<file path="config.mk">
export PLATFORM = sky130hd
export DESIGN_NAME = rssb_result_deser_flat
export DESIGN_NICKNAME = d
export VERILOG_FILES = /design/src/rtl/rssb_result_deser_if.sv /design/src/rtl/rssb_result_deser.sv /design/src/flat_wrapper.sv
export SDC_FILE = /design/constraint.sdc
export NUM_CORES = 1
export LEC_CHECK = 0
export CORE_MARGIN = 2
export CORE_UTILIZATION = 59
export CTS_CLUSTER_DIAMETER = 100
export CTS_CLUSTER_SIZE = 24
export DETAILED_ROUTE_END_ITERATION = 8
export PLACE_DENSITY = 0.9
export SLEW_MARGIN = 0
export SYNTH_ARGS = -nofsm -noshare
export SYNTH_HDL_FRONTEND = slang
export SYNTH_SLANG_ARGS = --single-unit
</file>
<file path="constraint.sdc">
create_clock -name clk -period 3.5 [get_ports clk]
set_input_delay 0.525 -clock clk [delete_from_list [all_inputs] [get_ports clk]]
set_output_delay 0.525 -clock clk [all_outputs]
set_load 0.02 [all_outputs]
</file>
<file path="src/rtl/rssb_result_deser_if.sv">
// Parallel word handshake between the RSSB result deserializer and its consumer.
interface rssb_result_deser_if #(
  parameter int W = 8
);
  logic [W-1:0] out_data;
  logic         out_flag;
  logic         out_valid;
  logic         out_ready;

  modport master (output out_data, output out_flag, output out_valid, input out_ready);
  modport slave  (input out_data, input out_flag, input out_valid, output out_ready);
endinterface

</file>
<file path="src/rtl/rssb_result_deser.sv">
// Deserializes the RSSB core's serial result into borrow-tagged W-bit words behind a FWFT FIFO.
// Build option RSSB_DESER_MSB_FIRST_EN: first sampled bit lands in the word MSB instead of the LSB.
module rssb_result_deser #(
  parameter int W     = 8,
  parameter int DEPTH = 4,
  parameter int CW    = 8
) (
  input  logic                  clk,
  input  logic                  rst,
  input  logic                  i_bit_stb,
  input  logic                  i_ena,
  input  logic                  i_result,
  input  logic                  i_flag,
  rssb_result_deser_if.master   o_bus,
  output logic [CW-1:0]         o_drop_cnt,
  output logic                  o_abort,
  output logic                  o_busy
);

  localparam int CNTW = $clog2(W);
  localparam int AW   = $clog2(DEPTH);

  localparam logic [0:0] ST_IDLE  = 1'b0;
  localparam logic [0:0] ST_SHIFT = 1'b1;

  logic [0:0]      r_state;
  logic [CNTW-1:0] r_cnt;
  logic [W-1:0]    r_shift;
  logic [W:0]      r_word_p0;
  logic            r_vld_p0;
  logic [W:0]      r_mem [DEPTH];
  logic [AW:0]     r_wptr;
  logic [AW:0]     r_rptr;
  logic [CW-1:0]   r_drop_cnt;
  logic            r_abort;

  logic [CNTW-1:0] w_pos;
  logic [W-1:0]    w_next_shift;
  logic            w_last;
  logic            w_done;
  logic            w_empty;
  logic            w_full;
  logic            w_pop;
  logic            w_push;
  logic [W:0]      w_head;

  function automatic logic [CW-1:0] sat_inc(input logic [CW-1:0] v);
    return (&v) ? v : v + CW'(1);
  endfunction

  function automatic logic [CNTW-1:0] bit_pos(input logic [CNTW-1:0] n);
`ifdef RSSB_DESER_MSB_FIRST_EN
    return CNTW'(W - 1) - n;
`else
    return n;
`endif
  endfunction

  always_comb begin
    w_pos               = bit_pos((r_state == ST_SHIFT) ? r_cnt : '0);
    w_next_shift        = (r_state == ST_SHIFT) ? r_shift : '0;
    w_next_shift[w_pos] = i_result;
  end

  assign w_last  = (r_state == ST_SHIFT) && (r_cnt == CNTW'(W - 1));
  assign w_done  = w_last && i_bit_stb && i_ena;
  assign w_empty = (r_wptr == r_rptr);
  assign w_full  = (r_wptr[AW-1:0] == r_rptr[AW-1:0]) && (r_wptr[AW] != r_rptr[AW]);
  assign w_pop   = !w_empty && o_bus.out_ready;
  // A full FIFO still accepts the word when the head leaves on the same edge.
  assign w_push  = r_vld_p0 && (!w_full || w_pop);
  assign w_head  = r_mem[r_rptr[AW-1:0]];

  // Stage p0: completed word registered; FIFO write one cycle later
  always_ff @(posedge clk) begin
    if (!rst) begin
      r_state    <= ST_IDLE;
      r_cnt      <= '0;
      r_shift    <= '0;
      r_vld_p0   <= 1'b0;
      r_wptr     <= '0;
      r_rptr     <= '0;
      r_drop_cnt <= '0;
      r_abort    <= 1'b0;
    end else begin
      r_vld_p0 <= 1'b0;
      case (r_state)
        ST_IDLE: begin
          if (i_bit_stb && i_ena) begin
            r_shift <= w_next_shift;
            r_cnt   <= CNTW'(1);
            r_state <= ST_SHIFT;
          end
        end
        default: begin
          if (!i_ena) begin
            r_abort <= 1'b1;
            r_cnt   <= '0;
            r_state <= ST_IDLE;
          end else if (i_bit_stb) begin
            r_shift <= w_next_shift;
            if (w_last) begin
              r_vld_p0 <= 1'b1;
              r_cnt    <= '0;
              r_state  <= ST_IDLE;
            end else begin
              r_cnt <= r_cnt + CNTW'(1);
            end
          end
        end
      endcase

      if (w_push)
        r_wptr <= r_wptr + (AW+1)'(1);
      else if (r_vld_p0)
        r_drop_cnt <= sat_inc(r_drop_cnt);

      if (w_pop)
        r_rptr <= r_rptr + (AW+1)'(1);
    end
  end

  always_ff @(posedge clk) begin
    if (w_done)
      r_word_p0 <= {i_flag, w_next_shift};
    if (w_push)
      r_mem[r_wptr[AW-1:0]] <= r_word_p0;
  end

  assign o_bus.out_valid = !w_empty;
  assign o_bus.out_data  = w_empty ? '0 : w_head[W-1:0];
  assign o_bus.out_flag  = w_empty ? 1'b0 : w_head[W];
  assign o_drop_cnt      = r_drop_cnt;
  assign o_abort         = r_abort;
  assign o_busy          = (r_state == ST_SHIFT);

endmodule

</file>
<file path="src/flat_wrapper.sv">
// flat-port wrapper written by rule: the top's interface ports become plain ports
module rssb_result_deser_flat 
#(
  parameter int W     = 8,
  parameter int DEPTH = 4,
  parameter int CW    = 8
)
  (clk, rst, i_bit_stb, i_ena, i_result, i_flag, o_drop_cnt, o_abort, o_busy, o_bus_out_data, o_bus_out_flag, o_bus_out_valid, o_bus_out_ready);
  rssb_result_deser_if #(.W(W)) o_bus_i ();
  input  logic clk;
  input  logic rst;
  input  logic i_bit_stb;
  input  logic i_ena;
  input  logic i_result;
  input  logic i_flag;
  output logic [CW-1:0] o_drop_cnt;
  output logic o_abort;
  output logic o_busy;
  output wire logic [$bits(o_bus_i.out_data)-1:0] o_bus_out_data;
  output wire logic [$bits(o_bus_i.out_flag)-1:0] o_bus_out_flag;
  output wire logic [$bits(o_bus_i.out_valid)-1:0] o_bus_out_valid;
  input wire logic [$bits(o_bus_i.out_ready)-1:0] o_bus_out_ready;
  assign o_bus_out_data = o_bus_i.out_data;
  assign o_bus_out_flag = o_bus_i.out_flag;
  assign o_bus_out_valid = o_bus_i.out_valid;
  assign o_bus_i.out_ready = o_bus_out_ready;
  rssb_result_deser #(.W(W), .DEPTH(DEPTH), .CW(CW)) u_core (.clk(clk), .rst(rst), .i_bit_stb(i_bit_stb), .i_ena(i_ena), .i_result(i_result), .i_flag(i_flag), .o_bus(o_bus_i), .o_drop_cnt(o_drop_cnt), .o_abort(o_abort), .o_busy(o_busy));
endmodule
</file>
==> metrics.cfg, run 1 <==
[outcome]
outcome=completed

[logic_synthesis]
yosys-top-cells-count=45 x edfxtp_1, 30 x dfxtp_1, 20 x nor2b_1
synth.yosys.seq_area_share_pct=60.19
synth_most_common_cell=edfxtp_1
synth_ff_type=edfxtp_1
yosys_warnings=0
syn_inst=258
synth_seq_cells=75
synth-async-reset-ratio_pct=0
avgSynthCellArea_um2=12.57
synth_edf_count=45
synth_top_area_share_pct=41.67
synthDistinctLibCells=39
synthesis.nets=273
netlist_area_um2=3243
ys_top_cells_by_area=edfxtp_1 42%, dfxtp_1 19%, mux4_2 6.3%
synth.largest_area_cell=edfxtp_1

[critical_path]
critPathKind=reg2out
cp-end-kind=output port
setup.worst_path.start_class=flop
critical_path.startpoint=u_core.r_wptr[0]
r2r_setup_slack_ps=1320
worst-endpoint-arrival_ps=2530
critPathRequiredTime_ps=2970
cp_max_fo=10
cp_cell_sequence=xor2_1 -> nor3_1 -> nor2b_1 -> clkdlybuf4s50_1
slowest_delay_ps=900
timing.rr.start=u_core.r_wptr[0]
crit_path_top_delay_cell=nor3_1

[global_route]
grt.total_usage_pct=19.82
grt_max_degree=28
grt_antenna_before_repair=0
grt_first_pass_wirelength_mm=9.052
first_global_vias=1963
grt_overflow_total=0

[final_layout]
layout-drive-gt1-share_pct=10.07
n_antenna_cell=0
fin_cells=358
final_nets=298
area_growth_pct=15.78

[clock_tree]
cts_tree=yes
clock_path_buffers=2
htree_levels=3
post_cts_resized=0
postCtsHoldBufs=0
clkSinkCount=75
numCtsBuffers=9
clk-insertion-delay-late_ps=340
clk_pin_slew_ps=70
clockRootBuffer=clkbuf_8
post_cts_buffers=0

[sta]
worst_slew_pin_slew_ps=1103
skew_ps=6.133
min_period_over_period_pct=87.38
rsz0062_at_grt=no
setup-violations-final=0
max_slew_margin_pct=25.90
max_freq_ghz=0.3270
tns_ps=0
slew_violations=0
finalCriticalPeriod_ps=3058
hold_viol=0

[power_and_ir_drop]
power.switching_w=0.0003245
switching_share_pct=20.18
pwr-share-seq_pct=57.8
comb_power_share_pct=2.6
clockPowerShare_pct=39.6
powerDensity_nw_per_um2=428.4
peakVddDrop_uv=262.0
p_int_w=0.001284
p_leak_nw=1.282

[floorplan]
start_util_pct=62.31
die_height_um=78.14
die_w_um=78.14
dieArea_um2=6106
core_region_area_um2=5205
ios=27
num_rows=26

[placed_design]
dp_cells=342
dpl.hpwl_mm=3.656
place_congestion=0.8132
io_buffer_count=26

[drt]
routed_wl_mm=5.547
avgRoutedWirePerCell_um=15.49
ant_nets=0
avgViaCountPerCell=5.712
drc=0
drtPass1Iterations=5
vias=2045
drtIter0Drc=130
dr_wl_met2_mm=2.720
wl_met1_mm=2.422
top_layer_used=met4
route.met3.wl_um=249

[min_path]
hp-class=reg2reg
min-delay-start=u_core.r_shift[1]

[flow_run]
drv_cap=0

==> registers in the layout, indices dropped and copies added, names as in the netlist, 3 cells and up, named ones only <==
name and flops:
u_core.o_drop_cnt 8, u_core.r_cnt 3, u_core.r_mem 36, u_core.r_rptr 3, u_core.r_shift 8, u_core.r_word_p0 9
u_core.r_wptr 3
==> stage by stage <==
step | area (µm²) | util (%) | setup WS (ps) | power, W | hold slack (ps)
after floorplan | 3243 | - | 1465 | 0.0009749 | 449.1
after global placement | 3556 | 68.32 | 835.3 | 0.0009909 | 455.1
after detailed placement | 3556 | 68.32 | 786.1 | 0.0009918 | 461.8
after CTS | 3755 | 72.14 | 397.4 | 0.001621 | 492.7
after global routing | 3755 | 72.14 | 130.4 | 0.001655 | 510.3
final | 3755 | 72.14 | 441.7 | 0.001608 | 488.2
==> area by class of cell <==
| cell class | count | area, µm² |
|---|---|---|
| Clock buffer | 13 | 180.2 |
| Clock inverter | 3 | 18.77 |
| Fill cell | 362 | 1450 |
| Inverter | 11 | 41.29 |
| Multi-Input combinational cell | 157 | 1192 |
| Sequential cell | 75 | 1952 |
| Tap cell | 70 | 87.58 |
| Timing Repair Buffer | 29 | 282.8 |
==> power by group through the flow <==
stage	combinational (W)	sequential [W]	clock, W
4_1_cts	0.0000419	0.000930	0.000649
3_5_place_dp	0.0000417	0.000950	0
2_1_floorplan	0.0000254	0.000950	0
6_report	0.0000420	0.000930	0.000636
5_1_grt	0.0000463	0.000930	0.000679
3_3_place_gp	0.0000410	0.000950	0
==> worst paths after layout <==
path	end	cells past startpoint
setup / recovery	o_bus_out_data[1]	4
hold / removal	u_core.r_shift[1]	2
setup reg to reg	u_core.o_drop_cnt[7]	4
hold reg to reg	u_core.r_shift[1]	2
==> layout by cell type (no fill, tap or decap), types with 2 or more instances in the layout <==
master and count:
o22ai_1 5, nand2_1 7, mux2i_1 7, mux4_2 9
nor2_1 11, buf_4 3, xor2_1 5, o311ai_0 2
nand3b_1 3, clkinv_2 2, nor3_1 2, xnor2_1 2
nand2b_1 2, o211ai_1 2, dfxtp_1 30, nor3b_1 2
nand4_1 4, or4_1 4, a21oi_1 13, nor2b_1 20
o31ai_1 7, a32oi_1 2, or3_1 2, nand3_1 7
and2_1 12, inv_1 10, o21ai_0 10, o41ai_1 2
clkbuf_8 11, clkdlybuf4s50_1 26, edfxtp_1 45, ha_1 8
==> routing by layer <==
| metal | vias up | GRT usage, % |
|---|---|---|
| li1 | 1009 | - |
| met1 | 964 | 23.78 |
| met2 | 61 | 32.41 |
| met3 | 11 | 5.057 |
| met4 | 0 | 11.75 |
| met5 | - | 0 |
==> logic make-up after synthesis <==
| family | synth area share (%) |
|---|---|
| buffers and inverters | 3.048 |
| AOI/OAI and AO/OA | 9.028 |
| and+or+nand+nor | 14.00 |
| xor gates and xnor gates | 1.890 |
| adders and majority gates | 3.087 |
| muxes | 8.758 |
| DFF | 60.19 |
==> worst max-delay path: cells and delay by family, from the launching register on <==
kind                   cells  cell delay, ps
AND/OR/NAND/NOR            2            1000
flip-flops                 1             450
XOR/XNOR                   1             160
buffers and inverters      1             580
Power figures use the tool's default switching activity.
==> inputs of run 2 (changes only) <==
--- a/config.mk
+++ b/config.mk
@@ -5,6 +5,7 @@
 export SDC_FILE = /design/constraint.sdc
 export NUM_CORES = 1
 export LEC_CHECK = 0
+export CAP_MARGIN = 20
 export CORE_MARGIN = 2
 export CORE_UTILIZATION = 59
 export CTS_CLUSTER_DIAMETER = 100
==> metrics.cfg, run 2 (synthesis results as in run 1) <==
[drt]
routed_wl_mm=5.543  ; about the same
avgViaCountPerCell=5.710  ; about the same
drc=0  ; unchanged
drtIter0Drc=146  ; +12%
avgRoutedWirePerCell_um=15.44  ; -0.35%
ant_nets=0  ; unchanged
vias=2050  ; +0.24%
drtPass1Iterations=4  ; -1

[final_layout]
final_nets=299  ; +0.34%
layout-drive-gt1-share_pct=10.38  ; +0.31 points
fin_cells=359  ; +0.28%
area_growth_pct=16.01
largest_reg_flops=36  ; unchanged
n_antenna_cell=0  ; unchanged
nFillCells=362  ; unchanged
fin_area_um2=3762  ; +0.20%
final_core_util_pct=72.28  ; +0.14 points
final_cell_mix=45 x edfxtp_1, 30 x dfxtp_1, 26 x clkdlybuf4s50_1, 20 x nor2b_1, 13 x a21oi_1
layout_commonest_cell=edfxtp_1

[global_route]
grt_first_pass_wirelength_mm=9.052  ; unchanged
grt.total_usage_pct=19.82  ; unchanged
grt_max_degree=28  ; unchanged
grt_antenna_before_repair=0  ; unchanged
grt_overflow_total=0  ; unchanged
first_global_vias=1963  ; unchanged

[clock_tree]
post_cts_buffers=0  ; unchanged
numCtsBuffers=9  ; unchanged
clockRootBuffer=clkbuf_8
htree_levels=3  ; unchanged
clkSinkCount=75  ; unchanged
clk-insertion-delay-late_ps=340  ; about the same
clock_path_buffers=2  ; unchanged
post_cts_resized=0  ; unchanged
clk_pin_slew_ps=70  ; about the same
cts_tree=yes
postCtsHoldBufs=0  ; unchanged

[critical_path]
cp_max_fo=9  ; -1
setup.worst_path.start_class=flop
r2r_setup_slack_ps=1320  ; about the same
critPathRequiredTime_ps=2970  ; about the same
timing.rr.start=u_core.r_wptr[0]
worst-endpoint-arrival_ps=2310  ; -220 ps
critPathKind=reg2out
cp-end-kind=output port

[sta]
max_freq_ghz=0.3529  ; +7.9%
max_slew_margin_pct=59.36  ; +33 points
rsz0062_at_grt=no
hold_viol=0  ; unchanged
finalCriticalPeriod_ps=2834  ; -224.5 ps
min_period_over_period_pct=80.96  ; -6.4 points
worst_slew_pin_slew_ps=608.8  ; -494.2 ps
tns_ps=0  ; unchanged
slew_violations=0  ; unchanged
skew_ps=6.258  ; +0.1256 ps
setup-violations-final=0  ; unchanged

[min_path]
min-delay-start=u_core.r_shift[1]
hp-class=reg2reg

[floorplan]
ios=27  ; unchanged
core_region_area_um2=5205  ; unchanged
die_w_um=78.14  ; unchanged
start_util_pct=62.31  ; unchanged
num_rows=26  ; unchanged
die_height_um=78.14  ; unchanged
dieArea_um2=6106  ; unchanged

[placed_design]
place_congestion=0.8132  ; unchanged
dp_cells=342  ; unchanged
dpl_cell_area_um2=3556  ; unchanged
io_buffer_count=26  ; unchanged
dpl.hpwl_mm=3.656  ; unchanged

[outcome]
outcome=completed

[power_and_ir_drop]
p_leak_nw=1.286  ; +0.34%
peakVddDrop_uv=261.6  ; -0.14%
powerDensity_nw_per_um2=427.3  ; -0.25%

[flow_run]
drv_cap=0  ; unchanged

[run 2: cell count changes in the layout (fill, tap and decap cells not counted), sizes merged]
cell,change
clkbuf,+1
[run 2: report_power, final]
group	total, W	internal [W]	switching (W)
clock	0.000635	0.000339	0.000297
combinational	0.0000420	0.0000181	0.0000239
sequential	0.000930	0.000927	0.00000292
total	0.00161	0.00128	0.000324
[run 2: routing by layer]
metal  global-route usage [%]  up-vias  part of all wire [%]
met2                    32.41       57                    49
met4                    11.75        0                   2.8
met5                        0        -                     0
li1                         -     1010                     -
met1                    23.78      972                    44
met3                    5.057       11                   4.4
[run 2: critical path, cell delays in order, from the launching register on]
cell,delay (ps)
dfxtp_1,710
mux4_2,580
nor2b_1,140
clkdlybuf4s50_1,540
[run 2: through the flow]
| stage | hold slack [ps] | setup slack (ps) | total power (W) |
|---|---|---|---|
| after floorplan | 449.1 | 1465 | 0.0009749 |
| after global placement | 455.1 | 835.3 | 0.0009909 |
| after detailed placement | 461.8 | 786.1 | 0.0009918 |
| after CTS | 492.7 | 397.4 | 0.001621 |
| after global routing | 510.3 | 503.3 | 0.001655 |
| final | 488.2 | 666.2 | 0.001608 |
[run 2: area by class of cell]
type                            count  area (µm²)  area share [%]
Clock buffer                       13       180.2           4.789
Clock inverter                      3       18.77          0.4988
Inverter                           11       41.29           1.097
Multi-Input combinational cell    157        1192           31.69
Sequential cell                    75        1952           51.88
Tap cell                           70       87.58           2.328
Timing Repair Buffer               30       290.3           7.715
[run 2: final timing paths]
check                              end  cells after the start
setup / recovery     o_bus_out_data[0]                      3
hold / removal       u_core.r_shift[1]                      2
setup reg to reg  u_core.o_drop_cnt[7]                      4
hold reg to reg      u_core.r_shift[1]                      2
